**src/rtl/cache_axi_txn_limiter.sv**
```systemverilog
// Outstanding-transaction limiter between the cache AXI master port and the interconnect.
// Optional stall-cycle counter enabled by defining CACHE_AXI_LIMITER_STALL_CNT_EN.

package ariane_axi;
  typedef struct packed {
    logic [3:0]  id;
    logic [31:0] addr;
    logic [7:0]  len;
    logic [2:0]  size;
    logic [1:0]  burst;
  } ax_chan_t;

  typedef struct packed {
    logic [63:0] data;
    logic [7:0]  strb;
    logic        last;
  } w_chan_t;

  typedef struct packed {
    logic [3:0]  id;
    logic [63:0] data;
    logic [1:0]  resp;
    logic        last;
  } r_chan_t;

  typedef struct packed {
    logic [3:0] id;
    logic [1:0] resp;
  } b_chan_t;

  typedef struct packed {
    ax_chan_t aw;
    logic     aw_valid;
    w_chan_t  w;
    logic     w_valid;
    logic     b_ready;
    ax_chan_t ar;
    logic     ar_valid;
    logic     r_ready;
  } req_t;

  typedef struct packed {
    logic    aw_ready;
    logic    ar_ready;
    logic    w_ready;
    logic    b_valid;
    b_chan_t b;
    logic    r_valid;
    r_chan_t r;
  } resp_t;
endpackage

module cache_axi_txn_limiter #(
  parameter int unsigned MaxRdTxn = 8,
  parameter int unsigned MaxWrTxn = 8
) (
  input  logic              clk_i,
  input  logic              rst_i,
  input  logic              clr_i,
  input  ariane_axi::req_t  slv_req_i,
  output ariane_axi::resp_t slv_resp_o,
  output ariane_axi::req_t  mst_req_o,
  input  ariane_axi::resp_t mst_resp_i,
  input  logic              drain_i,
  output logic              idle_o,
  output logic [7:0]        rd_cnt_o,
  output logic [7:0]        wr_cnt_o,
  output logic              err_o,
  output logic [31:0]       stall_cnt_o
);

  logic [7:0] r_rd_cnt, r_wr_cnt, r_w_pend;
  logic       r_err, r_idle;
  logic [7:0] w_rd_nxt, w_wr_nxt, w_pend_nxt;
  logic       w_rd_full, w_wr_full, w_ar_open, w_aw_open, w_w_open;
  logic       w_ar_hs, w_aw_hs, w_w_hs, w_w_done, w_r_done, w_b_done, w_err_evt;

  assign w_rd_full = (r_rd_cnt == 8'(MaxRdTxn));
  assign w_wr_full = (r_wr_cnt == 8'(MaxWrTxn));
  assign w_ar_open = ~w_rd_full & ~drain_i;
  assign w_aw_open = ~w_wr_full & ~drain_i;

  assign w_ar_hs  = slv_req_i.ar_valid & mst_resp_i.ar_ready & w_ar_open;
  assign w_aw_hs  = slv_req_i.aw_valid & mst_resp_i.aw_ready & w_aw_open;
  // A W beat may ride along with the AW that opens its burst.
  assign w_w_open = (r_w_pend != 8'd0) | w_aw_hs;
  assign w_w_hs   = slv_req_i.w_valid & mst_resp_i.w_ready & w_w_open;
  assign w_w_done = w_w_hs & slv_req_i.w.last;
  assign w_r_done = mst_resp_i.r_valid & slv_req_i.r_ready & mst_resp_i.r.last;
  assign w_b_done = mst_resp_i.b_valid & slv_req_i.b_ready;

  always_comb begin
    mst_req_o           = slv_req_i;
    mst_req_o.ar_valid  = slv_req_i.ar_valid & w_ar_open;
    mst_req_o.aw_valid  = slv_req_i.aw_valid & w_aw_open;
    mst_req_o.w_valid   = slv_req_i.w_valid & w_w_open;
    slv_resp_o          = mst_resp_i;
    slv_resp_o.ar_ready = mst_resp_i.ar_ready & w_ar_open;
    slv_resp_o.aw_ready = mst_resp_i.aw_ready & w_aw_open;
    slv_resp_o.w_ready  = mst_resp_i.w_ready & w_w_open;
  end

  // Simultaneous increment/decrement cancels; decrements at zero are held (flagged as error).
  always_comb begin
    w_rd_nxt   = r_rd_cnt;
    w_wr_nxt   = r_wr_cnt;
    w_pend_nxt = r_w_pend;
    if (w_ar_hs && !w_r_done)                            w_rd_nxt = r_rd_cnt + 8'd1;
    else if (!w_ar_hs && w_r_done && r_rd_cnt != 8'd0)   w_rd_nxt = r_rd_cnt - 8'd1;
    if (w_aw_hs && !w_b_done)                            w_wr_nxt = r_wr_cnt + 8'd1;
    else if (!w_aw_hs && w_b_done && r_wr_cnt != 8'd0)   w_wr_nxt = r_wr_cnt - 8'd1;
    if (w_aw_hs && !w_w_done)                            w_pend_nxt = r_w_pend + 8'd1;
    else if (!w_aw_hs && w_w_done && r_w_pend != 8'd0)   w_pend_nxt = r_w_pend - 8'd1;
  end

  assign w_err_evt = (w_r_done && r_rd_cnt == 8'd0) |
                     (w_b_done && r_wr_cnt == 8'd0) |
                     (w_w_hs && r_w_pend == 8'd0 && !w_aw_hs);

  always_ff @(posedge clk_i or posedge rst_i) begin
    if (rst_i) begin
      r_rd_cnt <= 8'd0;
      r_wr_cnt <= 8'd0;
      r_w_pend <= 8'd0;
      r_err    <= 1'b0;
      r_idle   <= 1'b1;
    end else if (clr_i) begin
      r_rd_cnt <= 8'd0;
      r_wr_cnt <= 8'd0;
      r_w_pend <= 8'd0;
      r_err    <= 1'b0;
      r_idle   <= 1'b1;
    end else begin
      r_rd_cnt <= w_rd_nxt;
      r_wr_cnt <= w_wr_nxt;
      r_w_pend <= w_pend_nxt;
      r_err    <= r_err | w_err_evt;
      r_idle   <= (w_rd_nxt == 8'd0) && (w_wr_nxt == 8'd0) && (w_pend_nxt == 8'd0);
    end
  end

  assign rd_cnt_o = r_rd_cnt;
  assign wr_cnt_o = r_wr_cnt;
  assign err_o    = r_err;
  assign idle_o   = r_idle;

`ifdef CACHE_AXI_LIMITER_STALL_CNT_EN
  logic [31:0] r_stall_cnt;
  logic        w_stall;

  assign w_stall = (slv_req_i.ar_valid & (w_rd_full | drain_i)) |
                   (slv_req_i.aw_valid & (w_wr_full | drain_i));

  always_ff @(posedge clk_i or posedge rst_i) begin
    if (rst_i)                                r_stall_cnt <= 32'd0;
    else if (clr_i)                           r_stall_cnt <= 32'd0;
    else if (w_stall && r_stall_cnt != '1)    r_stall_cnt <= r_stall_cnt + 32'd1;
  end

  assign stall_cnt_o = r_stall_cnt;
`else
  assign stall_cnt_o = 32'd0;
`endif

endmodule
```
**config.mk**
```make
export PLATFORM = sky130hd
export DESIGN_NAME = cache_axi_txn_limiter
export DESIGN_NICKNAME = d
export VERILOG_FILES = /design/src/rtl/cache_axi_txn_limiter.sv
export SDC_FILE = /design/constraint.sdc
export NUM_CORES = 1
export LEC_CHECK = 0
export CAP_MARGIN = 20
export CORE_AREA = 2 2 224 226
export CTS_CLUSTER_SIZE = 20
export DETAILED_ROUTE_END_ITERATION = 8
export DIE_AREA = 0 0 226 228
export SETUP_SLACK_MARGIN = 0.4
export SLEW_MARGIN = 20
export SYNTH_ARGS = -nofsm -noshare
export SYNTH_HDL_FRONTEND = slang
export SYNTH_SLANG_ARGS = --single-unit
export TNS_END_PERCENT = 50
```
**constraint.sdc**
```tcl
create_clock -name clk_i -period 3.6 [get_ports clk_i]
set_clock_uncertainty 0.15 [all_clocks]
set_input_delay 0.36 -clock clk_i [delete_from_list [all_inputs] [get_ports clk_i]]
set_output_delay 0.36 -clock clk_i [all_outputs]
set_load 0.02 [all_outputs]
```
* Word-level counts from Yosys, hierarchy flattened *
Index checks and enable logic that the tools add are counted.

operators by class
  bitwise gates (word level) = 25
  multiplexer cells = 11
  reduce and logical (&&, ||, !) cells = 29
  eq/ne operators = 2
  add/subtract/negate cells = 6

operator list
  operator             count
  $mux 8               9
  $logic_not 8->1      6
  $add 8x1->8 const B  3
  $reduce_bool 8->1    3
  $sub 8x1->8 const B  3
  $and 1x1->1          18
  $eq 8x4->1 const B   2
  $logic_and 1x1->1    15
  $logic_not 1->1      5
  $or 1x1->1           4
  $not 1->1            3
  $mux 1               2

storage, ports and cells
  logic and storage cells = 78
  flip-flop bits (word level) = 26

* Longest topological paths before layout *
  word-level depth = 14
  mapped depth = 10
  gate-level depth less buffers = 9

* Least setup slack after synthesis *
No wires, ideal clock.

  path type = register -> register
  start point = register r_wr_cnt[0], in the netlist wr_cnt_o[0]
  end point = register r_idle, in the netlist idle_o
  arrival time = 2.502 ns
  buffers on the path = 0
  slack = 0.857 ns
  stages on the path, launching flop included = 10
  path through = dfrtp_1 inv_1 ha_1 and3b_1 a21oi_4 or4_4 and3_4 a2111oi_4 nand4b_1 o31ai_1

between the ends
  word-level cells in the longest chain between the ends = 14
  elaborated cells on any way between the ends = 27
  those cells by class = add/sub (2); eq/ne (1); mux (5); bitwise (6); reduce/logical (13)

ends and longest elaborated chain
  what                             RTL line  text
  start, declared                  72        logic [7:0] r_rd_cnt, r_wr_cnt, r_w_pend;
  start signal, assigned           135       r_wr_cnt <= w_wr_nxt;
  $eq 8x4->1                       79        assign w_wr_full = (r_wr_cnt == 8'(MaxWrTxn));
  $not 1->1                        81        assign w_aw_open = ~w_wr_full & ~drain_i;
  $and 1x1->1                      81
  $and 1x1->1                      84        assign w_aw_hs = slv_req_i.aw_valid & mst_resp_i.aw_ready & w_aw_open;
  $or 1x1->1                       86        assign w_w_open = (r_w_pend != 8'd0) | w_aw_hs;
  $and 1x1->1                      87        assign w_w_hs = slv_req_i.w_valid & mst_resp_i.w_ready & w_w_open;
  $and 1x1->1                      88        assign w_w_done = w_w_hs & slv_req_i.w.last;
  $logic_and 1x1->1 (2 in series)  113       else if (!w_aw_hs && w_w_done && r_w_pend != 8'd0) w_pend_nxt = r_w_pend - 8'd1;
  $mux 8                           113
  $mux 8                           112       if (w_aw_hs && !w_w_done) w_pend_nxt = r_w_pend + 8'd1;
  $logic_not 8->1                  138       r_idle <= (w_rd_nxt == 8'd0) && (w_wr_nxt == 8'd0) && (w_pend_nxt == 8'd0);
  $logic_and 1x1->1 (*)            138
  $mux 1 (*)                       127       end else if (clr_i) begin
  end signal, assigned             138
  end, declared                    73        logic r_err, r_idle;

Mark *: on every way between the ends. The rest lies on a longest branch, timed or not.

==> metrics.cfg <==
[status]
run_status = completed

[grt]
grt_pass1_vias = 2720
antenna_found_initial = 1
grt_overflow = 0
top_usage_layer = met2
grt_pass1_wl_mm = 18.7
grtUsageTotal_pct = 5.00
grt_max_degree = 27
grt_use_met1_pct = 4.37
gr-usage-met2_pct = 7.99
grt_use_met3_pct = 2.99

[cells_and_area]
regArea_sq_um = 652
drive_gt1_share_pct = 6.07
num_antenna_cells = 0
multi_input_area_sq_um = 1600
nFillCells = 5752
area_growth_pct = -14.2
finalNetCount = 616

[logic_synthesis]
synth_edf_count = 0
ys_top_cells_by_area = buf_4 (49%), dfrtp_1 (14%), nor2_1 (3.1%)
synth-seq-cells = 26
synth.avg_cell_area_sq_um = 7.82
synth_ff_type = dfrtp_1
yosysUniqueCellTypes = 60
yosysMostFrequentCell = buf_4
synth_cells = 556
synth_top_area_share_pct = 49.0
synth-async-reset-ratio_pct = 100
yosysWarnings = 0
yosys.area.top_type = buf_4
synth_top_cells_by_count = buf_4 (284), nor2_1 (36), dfrtp_1 (25)
synth_area_sq_um = 4350
seq_area_frac_synth_pct = 15.0

[critical_path]
reg2reg_to = idle_o
crit_arrival_ns = 2.66
critPathMaxFanout = 9
cp.depth = 6
cp_slowest_stage_delay_ns = 0.69
cp.buffers_inverters = 2
rrSetupSlack_ns = 0.55
endpoint = mst_req_o[1]
end_kind = output pin
worstSetupStartpointType = flip-flop
critPathRequiredTime_ns = 3.09
crit_path_start = rd_cnt_o[0]
path_cells = inv_1 > ha_1 > nor2b_1 > and3_1 > nor3b_1 > clkdlybuf4s50_1
rr_startpoint = rd_cnt_o[0]
cpLargestDelayFamily = simple AND/OR/NAND/NOR gates
slowest_stage = clkdlybuf4s50_1
critical_path_class = reg -> out
reg2reg_depth = 9

[timing]
tightestPinTransition_ns = 0.690
fin_crit_sh_pct = 87.9
setup_viol = 0
slew_violations = 0
hold_slack_ns = 0.374
period_needed_ns = 3.17
finalSetupTns_ns = 0
fmax_mhz = 316
setup_slack_ns = 0.435
rsz0062_at_grt = yes
slew_headroom_pct = 53.9
hold_violations = 0

[drt]
avgViaCountPerCell = 2.69
first_pass_iters = 5
drtAntennaViolNets = 0
drcViolationCount = 0
drt_iter0_drc = 279
wire_per_inst_um = 13.5
drt-total-wl_mm = 13.7
vias = 2736

[power_and_ir_drop]
cellLeakagePower_nw = 1.31
power_density_nw_per_um2 = 501
finalPower_mw = 1.87
ir_drop_v = 0.000175

[clocking]
cts_hold_buf = 0
cts_buffer_depth = 2
cts.sinks = 26
clk-insertion-delay-late_ns = 0.26
cts_max_level = 1
cts.clk_slew.worst_paths_ns = 0.07
cts_tree = yes
cts_made_buffers = 3
clock-root-buffer = clkbuf_16

[die]
die_h_um = 228
dieWidth_um = 226
placementRows = 82
start_util_pct = 8.81
fp.coreArea_sq_um = 49300
ios = 570
die-area_sq_um = 51500

[placement]
place_ws_ns = 0.310
io_buffers = 45
gp_routability_congestion = 0.786
hpwl_mm = 11.4

[run]
drv_cap = 0

[hold_path]
min_path_type = reg -> reg

==> cells in the final DEF (no fill, tap or decap), types with 3 or more instances in the layout <==
master	instances
nor2_1	36
nand4b_1	4
and3_1	11
xor2_1	9
a221oi_1	3
or3_1	5
a21oi_1	6
ha_1	7
clkdlybuf4s50_1	45
nand4_1	4
o22ai_1	3
nor4_1	6
and2_1	5
or4_1	4
nor3_1	13
dfrtp_1	25
buf_4	5
clkbuf_16	3
o21ai_0	8
and3b_1	3
nor3b_1	7
nor2b_1	3
a21boi_0	3
a22oi_1	3
xnor2_1	6
a31oi_1	6
inv_1	11
o211ai_1	4
nand3_1	12
conb_1	32
nand2_1	13
==> report_power, final <==
group	leakage [nW]	switching, mW	internal [mW]
sequential	0.354	0.131	0.356
clock	0.0511	0.108	0.222
combinational	0.906	0.606	0.443
total	1.31	0.846	1.02
==> layer usage <==
metal,vias to the layer above,share of wire [%]
met5,-,0
met4,0,9.0
met3,121,15
met2,269,46
met1,1213,30
li1,1133,-
==> metrics by stage <==
stage	util [%]	instances	instance area (sq um)
2_1_floorplan	-	587	4460
3_3_place_gp	7.33	1014	3620
3_5_place_dp	7.33	1014	3620
4_1_cts	7.56	1018	3730
5_1_grt	7.56	1018	3730
6_report	7.56	1018	3730
==> worst reg2reg max path, delay by kind of cell, from the launching register on <==
| family | cells | cell delay (ns) |
|---|---|---|
| fa+ha+maj | 1 | 0.20 |
| simple gates | 2 | 0.77 |
| buf+inv | 1 | 0.10 |
| flops | 1 | 0.50 |
| compound gates | 5 | 1.24 |
==> how the worst min path moves through the flow <==
stage | from | endpoint | slack (ns) | cells past startpoint
after detailed placement | err_o | err_o | 0.37 | 2
after floorplan | rst_i | err_o | 0.25 | 1
final | err_o | err_o | 0.37 | 2
after CTS | err_o | err_o | 0.39 | 2
after global placement | err_o | err_o | 0.37 | 2
after global routing | err_o | err_o | 0.45 | 2
==> state kept, by name (all words and copies together) (netlist names) <==
signal and count:
wr_cnt_o 8, idle_o 1, rd_cnt_o 8, err_o 1
r_w_pend 8
==> layout make-up <==
class | count | area share [%]
clock buffers | 3 | 2.01
clock inverters | 1 | 0.805
inverters | 12 | 1.21
multi-input cells | 254 | 42.9
flip-flops and latches | 26 | 17.5
well taps | 672 | 22.5
repair buffers | 50 | 13.1
==> cells by family after synthesis <==
group	Yosys count	share of synthesized area, %
adder cells (fa/ha/maj)	7	2.01
AO/OA/AOI/OAI	55	9.50
flip-flops	26	15.0
XOR/XNOR	15	3.02
other	1	0.0862
buffers and inverters	307	51.1
AND/OR/NAND/NOR	143	18.9
multiplexers	2	0.460
==> what timing repair did <==
| item | CTS | global route |
|---|---|---|
| endpoints found under the setup margin | 2 | 5 |
| endpoints found under the hold margin | 0 | 0 |
| resized for setup | 2 | 2 |
| buffers inserted | 0 | 0 |
| pin swaps | 0 | 0 |
No activity file was read; power rests on OpenSTA's default activity.
